==> src/rtl/pwm_timer_core.sv <==
// PWM / timer counting stage: synchronises the divided slow_clk, counts its rising edges against period/duty.
// Optional PWM_SHADOW_REG_EN: period/duty are shadowed and only reloaded at IDLE->RUN and at each wrapping expiry.
module pwm_timer_core #(
    parameter int SYNC_STAGES = 2,
    parameter int CNT_W       = 16
) (
    input  logic             i_wb_clk,
    input  logic             i_wb_rst_n,
    input  logic             slow_clk,
    input  logic             i_en,
    input  logic             i_mode,
    input  logic             i_cont,
    input  logic [CNT_W-1:0] i_period,
    input  logic [CNT_W-1:0] i_duty,
    input  logic             i_irq_clr,
    output logic [CNT_W-1:0] o_cnt,
    output logic             o_pwm,
    output logic             o_irq,
    output logic             o_busy
);

    typedef enum logic [1:0] {
        IDLE = 2'd0,
        RUN  = 2'd1,
        DONE = 2'd2
    } state_t;

    state_t           state, state_nxt;
    logic [SYNC_STAGES-1:0] sync_q;
    logic             hist_q;
    logic             tick;
    logic [CNT_W-1:0] cnt_q, cnt_nxt;
    logic             pwm_q, pwm_nxt;
    logic             irq_q, irq_nxt;
    logic [CNT_W-1:0] period_act, duty_act;
    logic [CNT_W-1:0] period_nxt, duty_nxt;
    logic             expiry, wrap;

    function automatic logic pwm_level(input logic [CNT_W-1:0] cnt,
                                       input logic [CNT_W-1:0] period,
                                       input logic [CNT_W-1:0] duty);
        return (period != '0) && (cnt < duty);
    endfunction

    // slow_clk synchroniser and rising-edge detect
    always_ff @(posedge i_wb_clk or negedge i_wb_rst_n) begin
        if (!i_wb_rst_n) begin
            sync_q <= '0;
            hist_q <= 1'b0;
        end else begin
            sync_q <= {sync_q[SYNC_STAGES-2:0], slow_clk};
            hist_q <= sync_q[SYNC_STAGES-1];
        end
    end

    assign tick   = sync_q[SYNC_STAGES-1] & ~hist_q;
    assign expiry = i_en && (state == RUN) && tick && (period_act != '0) &&
                    (cnt_q >= period_act - CNT_W'(1));
    assign wrap   = expiry && (i_mode || i_cont);

`ifdef PWM_SHADOW_REG_EN
    logic [CNT_W-1:0] period_sh, duty_sh;
    logic             load_act;

    assign load_act = ((state == IDLE) && i_en) || wrap;

    always_ff @(posedge i_wb_clk or negedge i_wb_rst_n) begin
        if (!i_wb_rst_n) begin
            period_sh <= '0;
            duty_sh   <= '0;
        end else if (load_act) begin
            period_sh <= i_period;
            duty_sh   <= i_duty;
        end
    end

    assign period_act = period_sh;
    assign duty_act   = duty_sh;
    assign period_nxt = load_act ? i_period : period_sh;
    assign duty_nxt   = load_act ? i_duty   : duty_sh;
`else
    assign period_act = i_period;
    assign duty_act   = i_duty;
    assign period_nxt = i_period;
    assign duty_nxt   = i_duty;
`endif

    always_ff @(posedge i_wb_clk or negedge i_wb_rst_n) begin
        if (!i_wb_rst_n) begin
            state <= IDLE;
            cnt_q <= '0;
            pwm_q <= 1'b0;
            irq_q <= 1'b0;
        end else begin
            state <= state_nxt;
            cnt_q <= cnt_nxt;
            pwm_q <= pwm_nxt;
            irq_q <= irq_nxt;
        end
    end

    always_comb begin
        state_nxt = state;
        cnt_nxt   = cnt_q;
        pwm_nxt   = pwm_q;
        irq_nxt   = irq_q;

        // Set beats clear when both land on the same edge
        if (i_irq_clr) irq_nxt = 1'b0;
        if (expiry)    irq_nxt = 1'b1;

        if (!i_en) begin
            state_nxt = IDLE;
            cnt_nxt   = '0;
            pwm_nxt   = 1'b0;
        end else begin
            case (state)
                IDLE: begin
                    state_nxt = RUN;
                    cnt_nxt   = '0;
                    pwm_nxt   = i_mode && pwm_level('0, period_nxt, duty_nxt);
                end
                RUN: begin
                    if (expiry) begin
                        if (wrap) cnt_nxt = '0;
                        else      state_nxt = DONE;
                        if (!i_mode) pwm_nxt = ~pwm_q;
                    end else if (period_act == '0) begin
                        cnt_nxt = '0;
                    end else if (tick) begin
                        cnt_nxt = cnt_q + CNT_W'(1);
                    end
                    if (i_mode) pwm_nxt = pwm_level(cnt_nxt, period_nxt, duty_nxt);
                end
                DONE: begin
                    state_nxt = DONE;
                end
                default: begin
                    state_nxt = IDLE;
                end
            endcase
        end
    end

    assign o_cnt  = cnt_q;
    assign o_pwm  = pwm_q;
    assign o_irq  = irq_q;
    assign o_busy = (state == RUN);

endmodule

==> config.mk <==
export PLATFORM = sky130hd
export DESIGN_NAME = pwm_timer_core
export DESIGN_NICKNAME = d
export VERILOG_FILES = /design/src/rtl/pwm_timer_core.sv
export SDC_FILE = /design/constraint.sdc
export NUM_CORES = 1
export LEC_CHECK = 0
export BUFFER_PORTS_ARGS = -buffer_cell sky130_fd_sc_hd__buf_4
export CORE_AREA = 2 2 94 74
export DETAILED_ROUTE_END_ITERATION = 16
export DIE_AREA = 0 0 96 76
export PLACE_DENSITY = 0.65
export SLEW_MARGIN = 20
export SYNTH_ARGS = -nofsm -noshare
export SYNTH_HDL_FRONTEND = slang
export SYNTH_SLANG_ARGS = --single-unit
==> constraint.sdc <==
create_clock -name i_wb_clk -period 5 [get_ports i_wb_clk]
set_input_delay 0.5 -clock i_wb_clk [delete_from_list [all_inputs] [get_ports i_wb_clk]]
set_output_delay 0.5 -clock i_wb_clk [all_outputs]
set_load 0.1 [all_outputs]
# Word level (Yosys, flattened, before mapping)
# Cells that the tools add are included.
# word_totals
register_bits	23
input_bits	39
wordCells	53
# op_classes
addsub	2
magnitude_cmp	3
eq_ne	6
n_mux	18
n_bitwise	3
n_reduce_logical	15
# op_table
op	count
$mux 16	7
$pmux 16 s2	1
$add 16x1->16 const B	1
$ge 16x16->1	1
$logic_not 16->1	1
$lt 1x16->1 const A	1
$lt 16x16->1	1
$reduce_bool 16->1	1
$sub 16x1->16 const B	1
$logic_and 1x1->1	8
$mux 2	3
$pmux 2 s3	1
$mux 1	5
$ne 4x3->1 const B	1
$reduce_and 2->1	2
$ne 3x1->1 const B	1
$ne 3x2->1 const B	1
$ne 3x3->1 const B	1
$eq 2x1->1 const B	1
$eq 2x2->1 const B	1
$logic_not 2->1	1
$not 1->1	2
$pmux 1 s2	1
$reduce_bool 2->1	1
other kinds (2)	2

# Longest topological paths before layout
# Gate-level depths: netlist of the first run.
# logic_depth
depth_word	15
ltp_mapped	24
depth_no_buf	22

# Least setup slack after synthesis of the first run
# No wires, ideal clock.
# synth_path
kind	input to register
from	in i_period[0]
to	reg pwm_q, in the netlist o_pwm
arrival_ns	4.851
required_ns	4.913
setup_slack_ns	0.062
stages	24
path_buffers	2
path_cell_list	inv_1 ha_1 or4b_4 or2_4 or4_1 xor2_1 ha_1 nand4_1 nor4_1 a32o_1 o21ai_1 and2_4 buf_6 buf_2 nand2_1 mux2i_1 ha_1 a21o_1 a21o_1 a22oi_1 nand4b_1 o21ai_0 nor2_1 a22oi_1
# synth_between
elab_chain_len	13
# synth_rtl
item	line	rtl
start, declared	13	input logic [CNT_W-1:0] i_period,
$sub 16x1->16 / $reduce_bool 16->1 (equally long branches)	58, 42, 57	
$ge 16x16->1 / $logic_and 1x1->1 (equally long branches)	58, 57	
$logic_and 1x1->1	57	assign expiry = i_en && (state == RUN) && tick && (period_act != '0) &&
$logic_and 1x1->1	59	assign wrap = expiry && (i_mode || i_cont);
$mux 16	125	if (wrap) cnt_nxt = '0;
$mux 16	124	if (expiry) begin
$mux 16	117	case (state)
$mux 16	112	if (!i_en) begin
$lt 16x16->1	42	return (period != '0) && (cnt < duty);
$logic_and 1x1->1	42	
$mux 1	133	if (i_mode) pwm_nxt = pwm_level(cnt_nxt, period_nxt, duty_nxt);
$pmux 1 s2	117	
$mux 1	112	
end signal, assigned	97	pwm_q <= pwm_nxt;
end, declared	33	logic pwm_q, pwm_nxt;
# Several ways; a longest one is shown, not always the timed one. The select of a mux whose other input is x is not followed.
# A chain may end at the register's enable or synchronous reset.

# Worst setup path after layout of the first run
# Same ends and word-level chain as after synthesis.

==> results of run 1 <==
power groups by stage:
stage	combinational, mW	clock, mW	sequential [mW]
final	0.307	0.121	0.209
after global routing	0.338	0.133	0.211
after CTS	0.304	0.126	0.209
after detailed placement	0.302	0	0.212
after global placement	0.300	0	0.212
after floorplan	0.186	0	0.246
state kept, by name (all words and copies together), names as in the netlist:
register	count
o_cnt	16
state	2
sync_q	2
hist_q	1
o_irq	1
o_pwm	1
layer usage:
layer / vias up / share of wire, %
li1: 1432 / -
met1: 1337 / 49
met2: 101 / 44
met3: 4 / 6.2
met4: 0 / 0.40
met5: - / 0
cell usage in the layout (no fill, tap or decap), types with 6 or more instances in the layout:
cell type,netlist,routed
buf_4,0,74
nand2_1,43,42
ha_1,36,36
inv_1,28,28
nor2_1,26,26
o21ai_0,25,24
dfrtp_1,23,23
a21oi_1,22,22
nand3_1,16,16
a31oi_1,11,11
xnor2_1,10,10
nor3_1,12,10
or3_1,9,9
nor4_1,8,7
nand4_1,6,6
and2_1,6,6
worst max-delay path, cell delays in order:
cell	delay [ns]
buf_4	0.11
inv_1	0.07
ha_1	0.15
or4b_4	0.47
or2_4	0.26
or4_1	0.42
xor2_1	0.16
ha_1	0.27
nand4_1	0.13
o211ai_1	0.42
nor2_1	0.12
nor2_1	0.16
buf_4	0.18
a21oi_1	0.04
mux2i_1	0.13
ha_1	0.25
a21o_1	0.18
a21o_1	0.18
a22oi_2	0.13
nand4b_1	0.15
nor2_1	0.15
o21ai_0	0.09
a22oi_1	0.15
cell families after synthesis:
group                      count (synthesis)  share of synthesized area, %
and+or+nand+nor                          152                         28.91
AOI/OAI and AO/OA                         87                         19.75
buffers and inverters                     42                         6.814
adders and majority gates                 36                         16.57
DFF                                       23                         21.18
xor gates and xnor gates                  14                         4.512
muxes                                      6                         2.256
cell type report:
| cell class | instances | area (µm²) |
|---|---|---|
| Timing Repair Buffer | 74 | 555.5 |
| Tap cell | 84 | 105.1 |
| Multi-Input combinational cell | 296 | 2012 |
| Clock inverter | 1 | 5.005 |
| Sequential cell | 23 | 575.6 |
| Inverter | 28 | 105.1 |
| Fill cell | 652 | 3074 |
| Clock buffer | 3 | 41.29 |
final timing paths:
| kind | to | slack [ns] |
|---|---|---|
| max | o_pwm | 0.31 |
| min | o_cnt[13] | 0.12 |
| max reg2reg | o_pwm | 1.08 |
| min reg2reg | sync_q[1] | 0.36 |
| max in group asynchronous | o_irq | 4.62 |
| min in group i_wb_clk | sync_q[0] | 0.33 |
through the flow:
step	instances	util, %
floorplan	360	-
global placement	502	50.72
detailed placement	502	50.72
CTS	506	51.43
global route	509	52.51
finish	509	52.51
repair_timing:
| action | 4_1_cts | 5_1_grt |
|---|---|---|
| gates resized for setup | 0 | 11 |
| setup buffers | 0 | 2 |
| endpoints found under the setup margin | 0 | 1 |
==> out/metrics.yaml, run 1 <==
crit_required_ns: 5.19
synth-seq-cells: 23
slew_viol_final: 0
cp-start-kind: "primary input"
place_hpwl_um: 6060
clk_latency_ns: 0.27
grt_usage_pct: 21.20
grt_start_max_net_pins: 24
portBuffers: 57
die_area_um2: 7296
cellInternalPower_mw: 0.3539
power.share.switching_pct: 44.44
cts.clk_slew.worst_paths_ns: 0.09
syn_inst: 360
synth-edff-count: 0
use_met1_pct: 31.73
dpl_cell_area_um2: 3283
rows: 26
use_met2_pct: 32.43
grtUsageMet3_pct: 3.660
setup_slack_ns: 0.3098
r2r-start: "o_cnt[1]"
status: "finished clean"
io_pins: 58
power_frac_seq_pct: 32.8
grt.busiest_layer: "met2"
hold_buffers: 0
pwr-share-comb_pct: 48.3
whs_ns: 0.1199
fin_crit_ns: 4.690
fmaxAchievable_mhz: 213.2
synthesis.nets: 435
drtPass1Iterations: 6
drcViolationCount: 0
yosysMostFrequentCell: "nand2_1"
start_util_pct: 41.98
drtIter0Drc: 159
leakagePower_nw: 1.669
end_kind: "register"
crit_start: "i_period[0]"
fin_tns_setup_ns: 0
ys_top_cells_by_count: "nand2_1 (43), ha_1 (36), inv_1 (28)"
grt_overflow_total: 0
fin_skew_ns: 0.003401
p_switching_mw: 0.2831
clockRootBuffer: "clkbuf_8"
globalplace.congestion: 0.9039
synth.avg_cell_area_um2: 7.549
cap_violations: 0
slew_headroom_pct: 35.23
yosysWarnings: 0
ys_async_sr_fraction_pct: 100.0
synth_cell_type_count: 58
worst_pin_slew_ns: 0.9627
hold_viol: 0
cts_tree: "done"
cts_htree_levels: 1
area_growth_pct: 25.09
vias: 2874
netlist_area_um2: 2718
synth-main-ff-cell: "dfrtp_1"
design.core.area_um2: 6474
grt_pass1_vias: 2596
irDropWorstVdd_uv: 278.9
yosysSeqAreaShare_pct: 21.18
min_path_type: "primary input to asynchronous set/reset pin"
numCtsBuffers: 3
synth_area_leaders: "dfrtp_1 (21%), ha_1 (17%), nand2_1 (5.9%), o21ai_0 (4.6%), a21oi_1 (4.1%)"
grt_antenna_before_repair: 0
final_nets: 501
layout_worst_path_cycle_share_pct: 93.80
ant_nets: 0
synth_top_area_share_pct: 21.18
wl_per_cell_um: 14.84
total_power_mw: 0.6370
crit_fanout: 8
setup-violations-final: 0
pre_cts_ws_ns: -0.1250
wl_um: 7554
critPathArrivalTime_ns: 4.89
die_h_um: 76
clock-sinks: 23
cts_buffer_depth: 2
fin_area_um2: 3400
drive_gt1_share_pct: 23.53
routed_via_density: 5.646
netlist.top_cell.by_area: "dfrtp_1"
die_w_um: 96
pwr_density_cell_nw_per_um2: 187.4
clkPwrFrac_pct: 18.9
worstSetupPathType: "primary input to register"
worst-r2r-cell-count: 15
grt_pass1_wl_um: 12430
n_antenna_cell: 0
Note: power is estimated with default switching activity, not from simulation.
==> run 2: changes to the inputs <==
CORE_AREA = 2 2 70 98   (was 2 2 94 74)
DIE_AREA = 0 0 72 100   (was 0 0 96 76)
==> out/metrics.yaml, run 2 (synthesis gave the netlist of run 1 again) <==
grt_overflow_total: 0  # unchanged
cts_htree_levels: 1  # unchanged
critPathArrivalTime_ns: 4.99  # was 4.89 ns
fmaxAchievable_mhz: 208.7  # was 213.2 MHz
wl_um: 7864  # was 7554 µm
io_pins: 58  # unchanged
grt_pass1_wl_um: 12680  # was 12430 µm
p_switching_mw: 0.2890  # was 0.2831 mW
r2r-start: "o_cnt[0]"  # was o_cnt[1]
slew_headroom_pct: 38.81  # was 35.23%
worstSetupPathType: "primary input to register"  # unchanged
pwr_density_cell_nw_per_um2: 188.8  # was 187.4 nW/µm²
hold_viol: 0  # unchanged
clockRootBuffer: "clkbuf_8"  # unchanged
die_h_um: 100  # was 76 µm
setup-violations-final: 0  # unchanged
place_hpwl_um: 6343  # was 6060 µm
r2r_setup_slack_ns: 1.12  # was 1.08 ns
multi_input_area_um2: 2032  # was 2012 µm²
seq_area_um2: 575.6  # unchanged
status: "finished clean"  # unchanged
vias: 2901  # was 2874
min_path_type: "primary input to asynchronous set/reset pin"  # unchanged
design.core.area_um2: 6437  # was 6474 µm²
clock-sinks: 23  # unchanged
cts.clk_slew.worst_paths_ns: 0.09  # about the same
drtIter0Drc: 122  # was 159
power.share.switching_pct: 44.82  # was 44.44%
cts_buffer_depth: 2  # unchanged
grt_antenna_before_repair: 0  # unchanged
total_power_mw: 0.6448  # was 0.6370 mW
routed_via_density: 5.814  # was 5.646
cp-start-kind: "primary input"  # unchanged
drcViolationCount: 0  # unchanged
pwr-share-comb_pct: 48.2  # was 48.3%
layout_commonest_cell: "buf_4"  # unchanged
slew_viol_final: 0  # unchanged
start_util_pct: 42.22  # was 41.98%
grt_pass1_vias: 2778  # was 2596
final_nets: 501  # unchanged
leakagePower_nw: 1.667  # was 1.669 nW
portBuffers: 57  # unchanged
n_antenna_cell: 0  # unchanged
largest_reg_flops: 16  # unchanged
die_area_um2: 7200  # was 7296 µm²
fin_skew_ns: 0.005550  # was 0.003401 ns
rows: 35  # was 26
power_frac_seq_pct: 32.6  # was 32.8%
clkPwrFrac_pct: 19.2  # was 18.9%
drive_gt1_share_pct: 24.71  # was 23.53%
cap_violations: 0  # unchanged
ant_nets: 0  # unchanged
cellInternalPower_mw: 0.3558  # was 0.3539 mW
fill_cells: 637  # was 652
r2r-end: "o_pwm"  # unchanged
end_kind: "register"  # unchanged
layout_worst_path_cycle_share_pct: 95.84  # was 93.80%
irDropWorstVdd_uv: 226.5  # was 278.9 µV
numCtsBuffers: 3  # unchanged
area_growth_pct: 25.69  # was 25.09%
crit_required_ns: 5.20  # was 5.19 ns
whs_ns: 0.09930  # was 0.1199 ns
hold_buffers: 0  # unchanged
finish.utilization_pct: 53.06  # was 52.51%
die_w_um: 72  # was 96 µm
worst-r2r-cell-count: 15  # unchanged
drtPass1Iterations: 5  # was 6
grt_usage_pct: 21.94  # was 21.20%
worst_pin_slew_ns: 0.9095  # was 0.9627 ns
layout_common_cells: "buf_4 (73), nand2_1 (42), ha_1 (35)"  # was buf_4 (74), nand2_1 (42), ha_1 (36)
wl_per_cell_um: 15.76  # was 14.84 µm
fin_crit_ns: 4.792  # was 4.690 ns
crit_fanout: 6  # was 8
cts_tree: "done"  # unchanged
grt_start_max_net_pins: 24  # unchanged
clk_latency_ns: 0.28  # was 0.27 ns
globalplace.congestion: 0.9220  # was 0.9039
run 2: cell count changes in the layout (fill, tap and decap cells not counted), sizes merged:
cell | previous run | this run
clkinvlp | 0 | 1
clkinv | 1 | 0
run 2: worst max-delay path by stage:
stage	from	endpoint	slack, ns	cells past startpoint
global placement	i_period[0]	o_pwm	-0.11	22
detailed placement	i_period[0]	o_pwm	-0.21	23
finish	i_period[1]	o_pwm	0.21	23
CTS	i_period[0]	o_pwm	0.05	23
global route	i_period[1]	o_pwm	-0.0009	25
floorplan	i_period[0]	o_pwm	0.06	24
run 2: per-layer routing:
metal  up-vias  track usage (%)  part of all wire, %
met5         -                0                    0
met4         0            7.402                  2.3
met3        17            1.305                  3.4
met2        86            41.24                   53
met1      1363            25.95                   41
li1       1435                -                    -
run 2: power groups by stage:
stage / clock, mW / sequential [mW] / combinational, mW
finish: 0.124 / 0.210 / 0.311
global route: 0.130 / 0.211 / 0.341
CTS: 0.126 / 0.210 / 0.306
detailed placement: 0 / 0.214 / 0.306
global placement: 0 / 0.214 / 0.301
floorplan: 0 / 0.246 / 0.186
run 2: critical path, cell delays in order:
cell	delay, ns
buf_4	0.12
inv_2	0.06
ha_4	0.13
or4b_4	0.47
or2_4	0.25
or4_4	0.43
xor2_2	0.19
ha_1	0.29
nand4_1	0.09
buf_4	0.13
nor4_2	0.04
a32o_2	0.28
o21ai_4	0.21
nand2_2	0.13
or3_1	0.37
o21ai_2	0.08
ha_1	0.26
and4_1	0.24
a22oi_2	0.16
nand4b_1	0.16
nor2_1	0.17
o21ai_1	0.10
a22oi_1	0.14
run 2: repair_timing:
action	4_1_cts	5_1_grt
resized for setup	0	23
setup endpoints to repair	0	1
buffers inserted	0	1
run 2: through the flow:
step                setup TNS [ns]  setup WS [ns]  cells  instance area [µm²]
floorplan                        0        0.06204    360                 2718
global placement           -0.1063        -0.1063    493                 3278
CTS                              0        0.04969    497                 3327
global route            -0.0008713     -0.0008713    499                 3416
detailed placement         -0.2132        -0.2132    493                 3278
finish                           0         0.2081    499                 3416
run 2: final cells by class:
class | count | share of cell area (%)
clock buffer | 3 | 1.209
clock inverter | 1 | 0.2198
inverter | 28 | 3.150
multi-input combinational | 296 | 59.49
sequential | 23 | 16.85
tap | 74 | 2.711
timing repair buffer | 74 | 16.37
